## src/rtl/ppm_decoder.sv

```systemverilog
// Receiver for 1-of-4 PPM frames: SOF lock, MSB-pair-first byte assembly, EOF/abort detection.
// Define PPM_DECODER_GLITCH_FILTER_EN for majority-of-3 slot sampling and glitch-proof edge arming.
module ppm_decoder #(
   parameter int unsigned SLOT_CLKS = 8,
   parameter int unsigned MAX_BYTES = 16
) (
   input  logic       clk,
   input  logic       rst_n,
   input  logic       ppm_in,
   output logic [7:0] data_out,
   output logic       data_valid,
   output logic       frame_done,
   output logic       frame_err,
   output logic [4:0] byte_count,
   output logic       busy
);
   localparam int unsigned CW = $clog2(SLOT_CLKS);
   localparam logic [CW-1:0] HALF = CW'(SLOT_CLKS / 2);
   localparam logic [CW-1:0] LAST = CW'(SLOT_CLKS - 1);
   localparam logic [4:0] MAX_CNT = 5'(MAX_BYTES);

   localparam logic [1:0] IDLE    = 2'd0;
   localparam logic [1:0] HUNT    = 2'd1;
   localparam logic [1:0] SOF_CHK = 2'd2;
   localparam logic [1:0] DATA    = 2'd3;

   localparam logic [3:0] PAT_SOF = 4'b0001;
   localparam logic [3:0] PAT_EOF = 4'b1000;

   logic          sync1_q, sync2_q, prev_q;
   logic [1:0]    state_q, state_d;
   logic [CW-1:0] cnt_q, cnt_d;
   logic [1:0]    slot_idx_q, slot_idx_d;
   logic [2:0]    pat_q, pat_d;
   logic [1:0]    phase_q, phase_d;
   logic [5:0]    byte_sr_q, byte_sr_d;
   logic [7:0]    data_out_q, data_out_d;
   logic [4:0]    byte_count_q, byte_count_d;
   logic          busy_q, busy_d;
   logic          valid_q, valid_d;
   logic          done_q, done_d;
   logic          err_q, err_d;

   logic       fall, arm, slot_val, sample, last_slot;
   logic [3:0] pat;
   logic       sym_ok;
   logic [1:0] sym_val;

   assign fall = prev_q & ~sync2_q;

`ifdef PPM_DECODER_GLITCH_FILTER_EN
   // sync1_q is the next cycle's sync2_q, so the 3-sample window closes without extra latency.
   assign arm      = fall & ~sync1_q;
   assign slot_val = (prev_q & sync2_q) | (prev_q & sync1_q) | (sync2_q & sync1_q);
`else
   assign arm      = fall;
   assign slot_val = sync2_q;
`endif

   assign sample    = (cnt_q == HALF);
   assign last_slot = sample && (slot_idx_q == 2'd3);
   assign pat       = {pat_q, slot_val};

   always_comb begin
      sym_ok  = 1'b1;
      sym_val = 2'd0;
      case (pat)
         4'b0111: sym_val = 2'd0;
         4'b1011: sym_val = 2'd1;
         4'b1101: sym_val = 2'd2;
         4'b1110: sym_val = 2'd3;
         default: sym_ok = 1'b0;
      endcase
   end

   always_comb begin
      state_d      = state_q;
      cnt_d        = cnt_q;
      slot_idx_d   = slot_idx_q;
      pat_d        = pat_q;
      phase_d      = phase_q;
      byte_sr_d    = byte_sr_q;
      data_out_d   = data_out_q;
      byte_count_d = byte_count_q;
      busy_d       = busy_q;
      valid_d      = 1'b0;
      done_d       = 1'b0;
      err_d        = 1'b0;

      case (state_q)
         IDLE: begin
            if (sync2_q) state_d = HUNT;
         end
         HUNT: begin
            if (arm) begin
               // The edge cycle is count 0 of slot 0.
               state_d    = SOF_CHK;
               cnt_d      = CW'(1);
               slot_idx_d = 2'd0;
               pat_d      = 3'd0;
            end
         end
         SOF_CHK, DATA: begin
            cnt_d = (cnt_q == LAST) ? '0 : cnt_q + 1'b1;
            if (sample) begin
               pat_d      = pat[2:0];
               slot_idx_d = slot_idx_q + 2'd1;
            end
            if (last_slot) begin
               if (state_q == SOF_CHK) begin
                  if (pat == PAT_SOF) begin
                     state_d      = DATA;
                     busy_d       = 1'b1;
                     byte_count_d = 5'd0;
                     phase_d      = 2'd0;
                  end else begin
                     state_d = IDLE;
                  end
               end else if (sym_ok) begin
                  byte_sr_d = {byte_sr_q[3:0], sym_val};
                  phase_d   = phase_q + 2'd1;
                  if (phase_q == 2'd3) begin
                     if (byte_count_q == MAX_CNT) begin
                        err_d   = 1'b1;
                        busy_d  = 1'b0;
                        state_d = IDLE;
                     end else begin
                        data_out_d   = {byte_sr_q, sym_val};
                        valid_d      = 1'b1;
                        byte_count_d = byte_count_q + 5'd1;
                     end
                  end
               end else begin
                  if ((pat == PAT_EOF) && (byte_count_q != 5'd0) && (phase_q == 2'd0)) begin
                     done_d = 1'b1;
                  end else begin
                     err_d = 1'b1;
                  end
                  busy_d  = 1'b0;
                  state_d = IDLE;
               end
            end
         end
         default: state_d = IDLE;
      endcase
   end

   always_ff @(posedge clk or negedge rst_n) begin
      if (!rst_n) begin
         sync1_q      <= 1'b0;
         sync2_q      <= 1'b0;
         prev_q       <= 1'b0;
         state_q      <= IDLE;
         cnt_q        <= '0;
         slot_idx_q   <= 2'd0;
         pat_q        <= 3'd0;
         phase_q      <= 2'd0;
         byte_sr_q    <= 6'd0;
         data_out_q   <= 8'd0;
         byte_count_q <= 5'd0;
         busy_q       <= 1'b0;
         valid_q      <= 1'b0;
         done_q       <= 1'b0;
         err_q        <= 1'b0;
      end else begin
         sync1_q      <= ppm_in;
         sync2_q      <= sync1_q;
         prev_q       <= sync2_q;
         state_q      <= state_d;
         cnt_q        <= cnt_d;
         slot_idx_q   <= slot_idx_d;
         pat_q        <= pat_d;
         phase_q      <= phase_d;
         byte_sr_q    <= byte_sr_d;
         data_out_q   <= data_out_d;
         byte_count_q <= byte_count_d;
         busy_q       <= busy_d;
         valid_q      <= valid_d;
         done_q       <= done_d;
         err_q        <= err_d;
      end
   end

   assign data_out   = data_out_q;
   assign data_valid = valid_q;
   assign frame_done = done_q;
   assign frame_err  = err_q;
   assign byte_count = byte_count_q;
   assign busy       = busy_q;
endmodule

```

## config.mk

```make
export PLATFORM = sky130hd
export DESIGN_NAME = ppm_decoder
export DESIGN_NICKNAME = d
export VERILOG_FILES = /design/src/rtl/ppm_decoder.sv
export SDC_FILE = /design/constraint.sdc
export NUM_CORES = 1
export LEC_CHECK = 0
export ABC_AREA = 1
export CAP_MARGIN = 25
export CORE_ASPECT_RATIO = 1.1
export CORE_MARGIN = 4
export CORE_UTILIZATION = 34
export DETAILED_ROUTE_END_ITERATION = 7
export GPL_TIMING_DRIVEN = 0
export PLACE_DENSITY = 0.55
export SLEW_MARGIN = 20
export SYNTH_ARGS = -nofsm -noshare
export SYNTH_HDL_FRONTEND = slang
export SYNTH_SLANG_ARGS = --single-unit
```

## constraint.sdc

```tcl
create_clock -name clk -period 2.53 [get_ports clk]
set_input_delay 0.506 -clock clk [delete_from_list [all_inputs] [get_ports clk]]
set_output_delay 0.506 -clock clk [all_outputs]
set_load 0.01 [all_outputs]
```

==> run metrics <==
CTS buffer count=5; Worst Path Required=2020 ps; drt wl/cell=around 11 µm; Synth Cell Area=1870 µm²; Cells after Synth=212; cells along the critical path=clkdlybuf4s50_1; most common cell in the netlist=nand2_1; clock-pin slew on the worst setup and hold paths=80 ps; TritonCTS clock tree=built; total chip power=1.57 mW; root buffer cell=clkbuf_8; Primary FF master, synth=dfrtp_1; FF-to-FF End=byte_count[1]; die area=6750 µm²; die width=78.7 µm; post-synth top area cell=dfrtp_1; crit path launch type=flop; vias=1407; Clock Skew=9.54 ps; fmax=around 550 MHz; setup violators final=0; maxcap violations=0; Slew HR=between 70 and 80%; Core Area=5360 µm²; Syn Nets=223; DR pass1 iterations=3; Post-CTS Resized=0; vias per inst=4.47; PD cells=just under 700 nW/µm²; hold_buf cts=0; crit path time final=about 1800 ps; Seq/Total Area, Yosys=50.9%; Syn-to-layout area delta=22.1%; Routed Antenna Nets=0; Pleak=1.16 nW; Commonest cells post-synth=nand2_1, dfrtp_1, inv_1; setup tns final=0 ps; peak supply drop=0.000371 V; initial core utilization=between 30% and 40%; Min Hold Slack=44.2 ps; Longest Clk Path Bufs=2; IO buf count=19; worst skew pair latency=300 ps; Seq cells post-synth=38; GRT overflow=0; data arrival time of the worst path=1320 ps; HP Class=input pin to async pin; CP max stage cell=clkdlybuf4s50_1; Post-synth EDFFs=0; initial antenna violation count=0; Worst path max stage delay=570 ps; Worst setup EP type=primary output; final wirelength=3590 µm; crit path max fanout=6; RSZ-0062 raised after global routing=false; Post-synth ARST share=100%; # Post-CTS Setup Buffers=0; # IOs=20; GRT Total Usage=about an eighth; Least-Margin Pin Slew=~340 ps; Yosys top cell area share=50.9%; Die H=between 80 and 90 µm; global-route wire length before repair=between 6000 and 7000 µm; clock sinks=38; CP top delay family=buffers and inverters; share of layout cells above drive strength 1=11.7%; placed insts=a little over 300; Non-Filler Instances=315; vias in the first global route=1457; Post-DP HPWL=2540 µm; flop2flop setup slack=~800 ps; n_diodes=0; Tcrit/Tclk final=about 70%; Ys Warns=0; status=finished clean; Reg2Reg Depth=11; htree depth=2; # nets final=250; gpl congestion=0.771; syn_area_per_cell=roughly 8.8 µm²; fillers=545; largest net degree at the start of global routing=32; Synth area leaders=dfrtp_1, nand2_1, ha_1, inv_1, nand3_1; Final Hold Vio Count=0; post-synth cell types=29; DRT iter0 DRCs=56; fin. max-slew vios=0; CP Buf/Inv Count=1; row count=28; Residual DRC=0; critical setup path kind=flop to primary output; reg2reg start=cnt_q[0]
per-layer routing:
layer | part of all wire [%] | GRT usage [%] | up-vias
met3 | 3.9 | 3.57 | 7
met1 | 47 | 16.1 | 637
met5 | 0 | 0 | -
li1 | - | - | 743
met4 | 1.8 | 4.77 | 0
met2 | 48 | 20.8 | 20
cell type report:
cell class	count	area (µm²)	area share, %
sequential	38	951	41.7
multi-input combinational	146	802	35.2
timing repair buffer	20	205	9.00
inverter	27	104	4.55
tap	75	93.8	4.11
clock buffer	5	68.8	3.02
clock inverter	3	45.0	1.97
buffer	1	11.3	0.494
through the flow:
stage,area (µm²),worst slack (ps),utilization [%]
2_1_floorplan,1870,984,-
3_3_place_gp,2150,-24.9,40.1
3_5_place_dp,2170,806,40.4
4_1_cts,2280,691,42.6
5_1_grt,2280,614,42.6
6_report,2280,708,42.6
placed cells by master (no fill, tap or decap), types with 5 or more instances in the layout:
master	netlist	final
clkdlybuf4s50_1	0	18
o21ai_0	13	13
o21ai_1	6	6
dfrtp_1	38	38
ha_1	8	8
a21oi_1	5	5
nor2_1	11	11
nand3_1	14	14
inv_1	23	23
clkbuf_8	0	5
nand2_1	62	62
state kept, by name (all words and copies together) (netlist names), 2 cells and up:
| signal | count |
|---|---|
| pat_q | 3 |
| byte_sr_q | 6 |
| byte_count | 5 |
| phase_q | 2 |
| cnt_q | 3 |
| slot_idx_q | 2 |
| state_q | 2 |
| data_out | 8 |
worst max-delay path by stage:
stage                       start            end  slack [ps]  cells after the start
floorplan                cnt_q[0]    data_out[4]         980                     10
global placement            rst_n  byte_count[2]         -20                      1
detailed placement       cnt_q[0]  byte_count[4]         810                     11
CTS                 byte_count[0]  byte_count[0]         690                      1
global route             cnt_q[0]  byte_count[1]         610                     11
finish              byte_count[0]  byte_count[0]         710                      1
cells by family (layout without fill, tap and decap cells):
kind of cell | after synthesis | count (layout) | synth area share (%)
buf+inv | 28 | 56 | 6.16
compound gates | 28 | 28 | 8.04
flops | 38 | 38 | 50.9
simple gates | 109 | 109 | 29.1
xor+xnor | 1 | 1 | 0.469
fa+ha+maj | 8 | 8 | 5.36
power by group:
part	leakage [nW]	internal (mW)	switching, mW
logic	0.596	0.110	0.207
clock network	0.0504	0.293	0.232
registers	0.515	0.668	0.0612
total	1.16	1.07	0.500
(Power assumes the default switching activity.)
